**src/rtl/countdown_pkg.sv**
```systemverilog
// rtl/countdown_pkg.sv - shared countdown types and defaults
package countdown_pkg;

  typedef enum logic [1:0] {
    RUN  = 2'd0,
    WARN = 2'd1,
    OVER = 2'd2
  } state_t;

  // Defaults shared with the countdown timer so both ends agree on the round length
  localparam int START_VALUE_DEF = 40;
  localparam int WARN_THRESH_DEF = 10;

  localparam int ELAPSED_W = 7;
  localparam logic [ELAPSED_W-1:0] ELAPSED_MAX = '1;
  localparam logic [ELAPSED_W-1:0] ELAPSED_ONE = 1;

endpackage

```
**src/rtl/bin_to_bcd6.sv**
```systemverilog
// rtl/bin_to_bcd6.sv - combinational 6-bit binary to two BCD digits
module bin_to_bcd6 (
  input  logic [5:0] bin,
  output logic [3:0] tens,
  output logic [3:0] ones
);

  logic [13:0] sh;

  // Double-dabble: add 3 to any digit >= 5 before each left shift
  always_comb begin
    sh = {8'd0, bin};
    for (int i = 0; i < 6; i++) begin
      if (sh[9:6] >= 4'd5)   sh[9:6]   = sh[9:6] + 4'd3;
      if (sh[13:10] >= 4'd5) sh[13:10] = sh[13:10] + 4'd3;
      sh = sh << 1;
    end
    tens = sh[13:10];
    ones = sh[9:6];
  end

endmodule

```
**src/rtl/countdown_monitor.sv**
```systemverilog
// rtl/countdown_monitor.sv - samples countdown value and end flag, drives display/control outputs
module countdown_monitor
  import countdown_pkg::*;
#(
  parameter int START_VALUE = START_VALUE_DEF,
  parameter int WARN_THRESH = WARN_THRESH_DEF,
  parameter int TW          = 6
) (
  input  logic                 timer_clk,
  input  logic                 rst,
  input  logic [TW-1:0]        time_remaining,
  input  logic                 game_end,
  output logic [3:0]           tens,
  output logic [3:0]           ones,
  output logic                 warn,
  output logic                 blink,
  output logic                 over_pulse,
  output logic                 over,
  output logic [ELAPSED_W-1:0] elapsed,
  output logic                 proto_err
);

  localparam logic [TW-1:0] START_T = TW'(START_VALUE);
  localparam logic [TW-1:0] WARN_T  = TW'(WARN_THRESH);
  localparam logic [TW-1:0] ONE_T   = 1;
  localparam logic [3:0]    START_TENS = 4'(START_VALUE / 10);
  localparam logic [3:0]    START_ONES = 4'(START_VALUE % 10);

  logic [TW-1:0] time_q;
  logic          end_q;
  state_t        state;
  state_t        state_nxt;

  logic          is_hold;
  logic          is_dec;
  logic          is_reload;
  logic          is_err;

  logic [5:0]    bcd_in;
  logic [3:0]    tens_c;
  logic [3:0]    ones_c;

  assign bcd_in = 6'(time_remaining);

  bin_to_bcd6 u_bcd (
    .bin  (bcd_in),
    .tens (tens_c),
    .ones (ones_c)
  );

  // A step down from 0 is not a decrement; it would otherwise wrap to the max value
  always_comb begin
    is_hold   = (time_remaining == time_q);
    is_dec    = (time_q != '0) && (time_remaining == time_q - ONE_T);
    is_reload = (time_remaining == START_T) && (time_remaining > time_q);
    is_err    = !(is_hold || is_dec || is_reload);
  end

  always_comb begin
    state_nxt = state;
    if (is_reload) begin
      state_nxt = RUN;
    end else begin
      case (state)
        RUN, WARN: begin
          if (game_end || time_remaining == '0)
            state_nxt = OVER;
          else if (time_remaining <= WARN_T)
            state_nxt = WARN;
          else
            state_nxt = RUN;
        end
        OVER:    state_nxt = OVER;
        default: state_nxt = RUN;
      endcase
    end
  end

  always_ff @(posedge timer_clk) begin
    if (rst) begin
      time_q     <= START_T;
      end_q      <= 1'b0;
      state      <= RUN;
      tens       <= START_TENS;
      ones       <= START_ONES;
      warn       <= 1'b0;
      blink      <= 1'b0;
      over_pulse <= 1'b0;
      over       <= 1'b0;
      elapsed    <= '0;
      proto_err  <= 1'b0;
    end else begin
      time_q     <= time_remaining;
      end_q      <= game_end;
      state      <= state_nxt;
      tens       <= tens_c;
      ones       <= ones_c;
      warn       <= (state_nxt == WARN);
      over       <= (state_nxt == OVER);
      // Blink starts low on the entry edge and toggles while WARN persists
      blink      <= (state_nxt == WARN) && (state == WARN) && !blink;
      over_pulse <= game_end && !end_q;
      if (is_reload)
        elapsed <= '0;
      else if (is_dec && elapsed != ELAPSED_MAX)
        elapsed <= elapsed + ELAPSED_ONE;
      if (is_err)
        proto_err <= 1'b1;
    end
  end

endmodule

```
**config.mk**
```make
export PLATFORM = sky130hd
export DESIGN_NAME = countdown_monitor
export DESIGN_NICKNAME = d
export VERILOG_FILES = /design/src/rtl/countdown_pkg.sv /design/src/rtl/bin_to_bcd6.sv /design/src/rtl/countdown_monitor.sv
export SDC_FILE = /design/constraint.sdc
export NUM_CORES = 1
export LEC_CHECK = 0
export CORE_MARGIN = 3
export CORE_UTILIZATION = 40
export CTS_CLUSTER_SIZE = 8
export DETAILED_ROUTE_END_ITERATION = 6
export HOLD_SLACK_MARGIN = 0.06
export SLEW_MARGIN = 20
export SYNTH_ARGS = -nofsm -noshare
export SYNTH_HDL_FRONTEND = slang
export SYNTH_SLANG_ARGS = --single-unit
```
**constraint.sdc**
```tcl
create_clock -name timer_clk -period 4.6 [get_ports timer_clk]
set_input_delay 0.92 -clock timer_clk [delete_from_list [all_inputs] [get_ports timer_clk]]
set_output_delay 0.92 -clock timer_clk [all_outputs]
set_load 0.03 [all_outputs]
```
# ---- Word-level counts from Yosys, hierarchy flattened
# Index checks and enable logic that the tools add are counted.
dict set report word_totals {
  ff_bits 29
  out_inout_bits 20
  wordCells 70
}
dict set report op_classes {
  n_addsub 11
  order_cmp 11
  eq_ne 8
  mux 13
  reduce_logical 16
}
# op n
set ops {}
lappend ops {{$ge 4x3->1 const B} 7}
lappend ops {{$add 4x2->4 const B} 4}
lappend ops {{$mux 4} 4}
lappend ops {{$mux 3} 5}
lappend ops {{$eq 6x6->1} 2}
lappend ops {{$add 3x2->3 const B} 3}
lappend ops {{$add 7x1->7 const B} 1}
lappend ops {{$ne 7x7->1 const B} 1}
lappend ops {{$eq 6x6->1 const B} 1}
lappend ops {{$gt 6x6->1} 1}
lappend ops {{$le 6x4->1 const B} 1}
lappend ops {{$logic_and 1x1->1} 6}
lappend ops {{$logic_not 6->1} 1}
lappend ops {{$reduce_bool 6->1} 1}
lappend ops {{$sub 6x1->6 const B} 1}
lappend ops {{$eq 2x1->1 const B} 2}
lappend ops {{$eq 2x2->1 const B} 2}
lappend ops {{$mux 2} 2}
lappend ops {{$pmux 2 s2} 1}
lappend ops {{$reduce_or 2->1} 2}
lappend ops {{$add 1x2->3 const AB} 1}
lappend ops {{$add 1x2->3 const B} 1}
lappend ops {{$ge 1x3->1 const AB} 1}
lappend ops {{$ge 1x3->1 const B} 1}
lappend ops {{4 further kinds} 7}

# ---- Depth between registers and ports, before layout
dict set report depth {
  word_depth 10
  depth_mapped 11
  mapped_depth_nobuf 10
}

# ---- By module
# Synthesis repeated with hierarchy kept, for this count alone.
dict set report unflattened {
  cells_unflattened 196
  area_unflattened_um2 1770.4
}
# mod n_inst cells_per_inst area_per_inst_um2 seq_area_each_um2
set by_module_without_submodules {}
lappend by_module_without_submodules {countdown_monitor 1 137 1332.5 580.6}
lappend by_module_without_submodules {bin_to_bcd6 1 59 437.9 0.0}

# ---- Worst setup path before layout
# No wires, ideal clock.
dict set report synth_path {
  path_type {input to register}
  from {input time_remaining[4]}
  to {register ones[2]}
  setup_ns 0.120
  t_arrival_ns 3.016
  required_time_ns 4.480
  path_slack_ns 1.464
  cell_stages 11
  path_buffers 1
  cell_sequence {buf_2 > inv_1 > ha_1 > o21ai_1 > xnor2_1 > ha_1 > nand2b_1 > a32oi_2 > mux2i_1 > nor4b_1 > a211o_1}
}
dict set report synth_between {
  elab_chain_len 8
}
# item line_no
set synth_rtl {}
lappend synth_rtl {{start, declared} countdown_monitor.sv:11} ;# input logic [TW-1:0] time_remaining,
lappend synth_rtl {{$add 4x2->4 or $ge 4x3->1 (tied branches)} bin_to_bcd6.sv:14} ;# if (sh[9:6] >= 4'd5) sh[9:6] = sh[9:6] + 4'd3;
lappend synth_rtl {{$mux 4 (*)} bin_to_bcd6.sv:14}
lappend synth_rtl {{$add 4x2->4 or $ge 4x3->1 (tied branches)} bin_to_bcd6.sv:14}
lappend synth_rtl {{$mux 4 (*)} bin_to_bcd6.sv:14}
lappend synth_rtl {{$ge 4x3->1 or $add 4x2->4 (tied branches)} bin_to_bcd6.sv:14}
lappend synth_rtl {{$mux 4 (*)} bin_to_bcd6.sv:14}
lappend synth_rtl {{$add 4x2->4 or $ge 4x3->1 (tied branches)} bin_to_bcd6.sv:14}
lappend synth_rtl {{$mux 4 (*)} bin_to_bcd6.sv:14}
lappend synth_rtl {{end signal, assigned} countdown_monitor.sv:97} ;# ones <= ones_c;
lappend synth_rtl {{end, declared} countdown_monitor.sv:14} ;# output logic [3:0] ones,
# Every way passes the cells marked *; elsewhere a longest branch is shown, timed or not.
# A chain may end at the register's enable or synchronous reset.

# ---- Final worst setup path
dict set report layout_path {
  from {input time_remaining[4]}
  to {register ones[1]}
}
dict set report layout_between {
  elab_chain_len 8
}
# item line_no
set layout_rtl {}
lappend layout_rtl {{$add 4x2->4 or $ge 4x3->1 (tied branches)} bin_to_bcd6.sv:14}
lappend layout_rtl {{$mux 4 (*)} bin_to_bcd6.sv:14}
lappend layout_rtl {{$add 4x2->4 or $ge 4x3->1 (tied branches)} bin_to_bcd6.sv:14}
lappend layout_rtl {{$mux 4 (*)} bin_to_bcd6.sv:14}
lappend layout_rtl {{$add 4x2->4 or $ge 4x3->1 (tied branches)} bin_to_bcd6.sv:14}
lappend layout_rtl {{$mux 4 (*)} bin_to_bcd6.sv:14}
lappend layout_rtl {{$ge 4x3->1 (*)} bin_to_bcd6.sv:14}
lappend layout_rtl {{$mux 4 (*)} bin_to_bcd6.sv:14}
# Marked as above.

==> run summary <==
The placer congestion estimate is 0.805. The setup slack of the worst register-to-register path is 2540 ps. The area of the core is 0.00385 mm^2.

The layout cell share with drive strength beyond 1 came out at slightly below 10%. The count of cells in the finished layout, fillers not included, comes to 256. Sequential cells were found to cover roughly 32% of the synthesized design area.

The number of antenna violations at the first check in global routing is 0. Counting flops and latches in the post-synthesis netlist gives 27. Entering global routing, the biggest net connects 18 pins. The summed instance area of the synthesized netlist is 0.00167 mm^2. The count of final hold-check violations came out at 0. Overall power consumption after layout is estimated at around 0.54 mW. The leakage power is 0.786 nW. The worst hold path belongs to the class flip-flop to flip-flop. The maximum vdd drop is ~120 uV. The die span in y is 70.7 um. The count of nets left with antenna violations after detail routing is 0. The sort of element at the end of the critical path is a flip-flop. The routed length per placed instance came out at roughly 16 um. The cell sitting at the root of the clock tree is a clkbuf_8. The detailed placement HPWL came out at 3000 um. TritonCTS built the clock tree. The number of cell rows came out at 22. No sink is reached through more buffers than the 2 on the longest clock path.

The clock network latency to the later pin of the worst-skew pair is 280 ps. The count of input and output buffers came out at 27. Counting instances, the worst hold path has a depth of 1.

The max-capacitance violation count is 0. The largest driver fanout on the critical path came out at 11. The run finished with clean final reports. The global-route wire length before repair came out at 6780 um. Once the floorplan was initialized, standard cells occupied 43.4% of the core. Relative to the synthesized area, the layout overhead comes to 20.5%. The warning count from the yosys run came out at 0.

The data arrival time of the critical path is roughly 4000 ps. At the placement stage, the worst setup path has a slack of 571 ps. The die area came out at 0.00500 mm^2.

Counting every net in the synthesized netlist gives 206. The first TritonRoute pass finished after 4 iterations. The via count of the first global-routing pass was 1390. Setup violations remaining at the end of the flow were counted as 0. The number of DRC violations after detailed routing came out at 0.

In the synthesized netlist, the number of instances is between 150 and 200. The post-cts resize count came out at 0. The sum of overflow across all layers after global routing came out at 0. The final worst setup slack is 803 ps. The final critical delay including setup and external delays is about 3800 ps. The required time of the critical path came out at 4780 ps.

The count of final max-slew check failures was 0. Setup repair after global routing left no endpoint under its margin. Net switching is 32.0% of the power.

The I/O pin total is 29. The average cell area after synthesis came out at 9.05 um^2. The proportion of power drawn by the clock network came out at between 20% and 30%. For this block, the via count after detailed routing is around 1400. The length in cells of the worst reg-to-reg path is 7. The switching power total came out at 0.173 mW. CTS built an H-tree with a depth of 1.

The combinational share of power is a little over a quarter. The die outline width is 70.7 um. After detailed placement, the design holds a cell count of about 250. The maximum clock skew at final layout came out at 6.13 ps. The worst-case headroom to the max-slew limit came out at 51.0%. The library cells used most frequently in the layout, excluding fill and tap cells, are dfxtp_1 (27), clkdlybuf4s50_1 (27), inv_1 (15), ha_1 (12), nor2_1 (10). The share of the cycle needed by the critical path after routing is 82.5%. The share of the core filled with cells is between 50% and 60%. The number of diodes came out at 0. The minimum hold slack came out at just over 400 ps. The final routed wirelength across all metal layers came out at 4000 um. The predominant post-synthesis flop cell is dfxtp_1. The placed cell area came out at a little under 0.002 mm^2. The power density over the cells came out at approximately 270 mW/mm^2. The clock transition time at the flip-flop clock pins of the worst setup and hold paths is around 110 ps. The setup path with the least slack is of type primary input to flip-flop. In the routed layout, each cell is associated on average with a via count of 5.57. The number of unique standard cell types used by synthesis is between 40 and 50. The area of all placed cells without fillers came out at 0.00202 mm^2. After the last flow step, the layout net total stands at 230. The sequential group share of total power is 47.1%. The worst setup path is launched from a primary input. The count of hold buffers inserted by post-cts repair is 0. The number of flops mapped to enable cells by yosys is 0.

The sum of negative setup slack came out at 0 ps. The internal portion of total power is 0.369 mW. The post-CTS setup-driven buffer insertion count is 0. The clock drives 27 sinks. Static timing analysis puts the maximum clock frequency at 263 MHz. The global router's overall resource usage came out at 16.5%. For the pin with the worst max-slew slack, the measured transition is around 730 ps. The async set-or-reset flop fraction in the synthesized netlist is 0%. After the first detailed-routing iteration, the DRC count stood at 46. The number of buffers created by CTS is 3.
==> metal layers <==
layer / part of all wire (%) / vias to the layer above / track usage (%)
met5: 0 / - / 0
met4: 0.60 / 0 / 3.97
met3: 4.3 / 2 / 2.41
met2: 46 / 30 / 25.2
met1: 49 / 669 / 24.3
li1: - / 725 / -
==> cell families after synthesis <==
group / synth area share (%)
simple gates: 21.7
flops: 32.3
xor+xnor: 4.19
mux: 4.78
compound gates: 21.2
buf+inv: 6.65
fa+ha+maj: 8.97
other cells: 0.224
==> critical path, cell delays in order <==
cell and delay, ps:
clkdlybuf4s50_1 710, inv_1 180, ha_1 280, o21ai_1 160, xnor2_1 240, ha_1 270
nand2b_1 80, a32oi_2 340, mux2i_1 380, o21ai_1 190, a211oi_1 220
==> worst paths after layout <==
path                                           start                      end
worst max-delay path               time_remaining[4]       ones[1]$_SDFF_PP0_
worst min-delay path                end_q$_SDFF_PP0_    over_pulse$_SDFF_PP0_
worst max register to register  time_q[2]$_SDFF_PP0_  elapsed[0]$_SDFFE_PP0P_
worst min register to register      end_q$_SDFF_PP0_    over_pulse$_SDFF_PP0_
==> power by group through the flow <==
stage	Combinational (mW)	Sequential, mW	Clock [mW]
detailed placement	0.143	0.261	0
global placement	0.140	0.261	0
global route	0.157	0.257	0.158
floorplan	0.0823	0.278	0
CTS	0.144	0.256	0.148
finish	0.144	0.255	0.143
==> cells in the mapped netlist, types with 4 or more instances <==
master / count / area, um^2
nand3_1: 6 / 30.0
a21oi_1: 7 / 35.0
dfxtp_1: 27 / 541
clkbuf_1: 5 / 18.8
nor4_1: 4 / 25.0
nor2b_1: 4 / 25.0
ha_1: 12 / 150
o211ai_1: 7 / 52.6
xnor2_1: 6 / 52.6
inv_1: 15 / 56.3
nor2_1: 10 / 37.5
nand2_1: 8 / 30.0
a211oi_1: 6 / 45.0
mux2i_1: 8 / 80.1
nand4_1: 5 / 31.3
a211o_1: 6 / 52.6
==> registers in the layout, summed over array words and instances (netlist names) <==
register	cells
ones	4
warn	1
proto_err	1
tens	3
end_q	1
elapsed	7
over	1
over_pulse	1
state	2
blink	1
time_q	5
==> final cells by class <==
type                       instances  area, um^2
fill                             374        1840
inverter                          16        60.1
multi-input combinational        132        1020
clock inverter                     1        7.51
sequential                        27         541
tap                               48        60.1
timing repair buffer              29         285
clock buffer                       3        41.3
No activity file was read; power rests on OpenSTA's default activity.
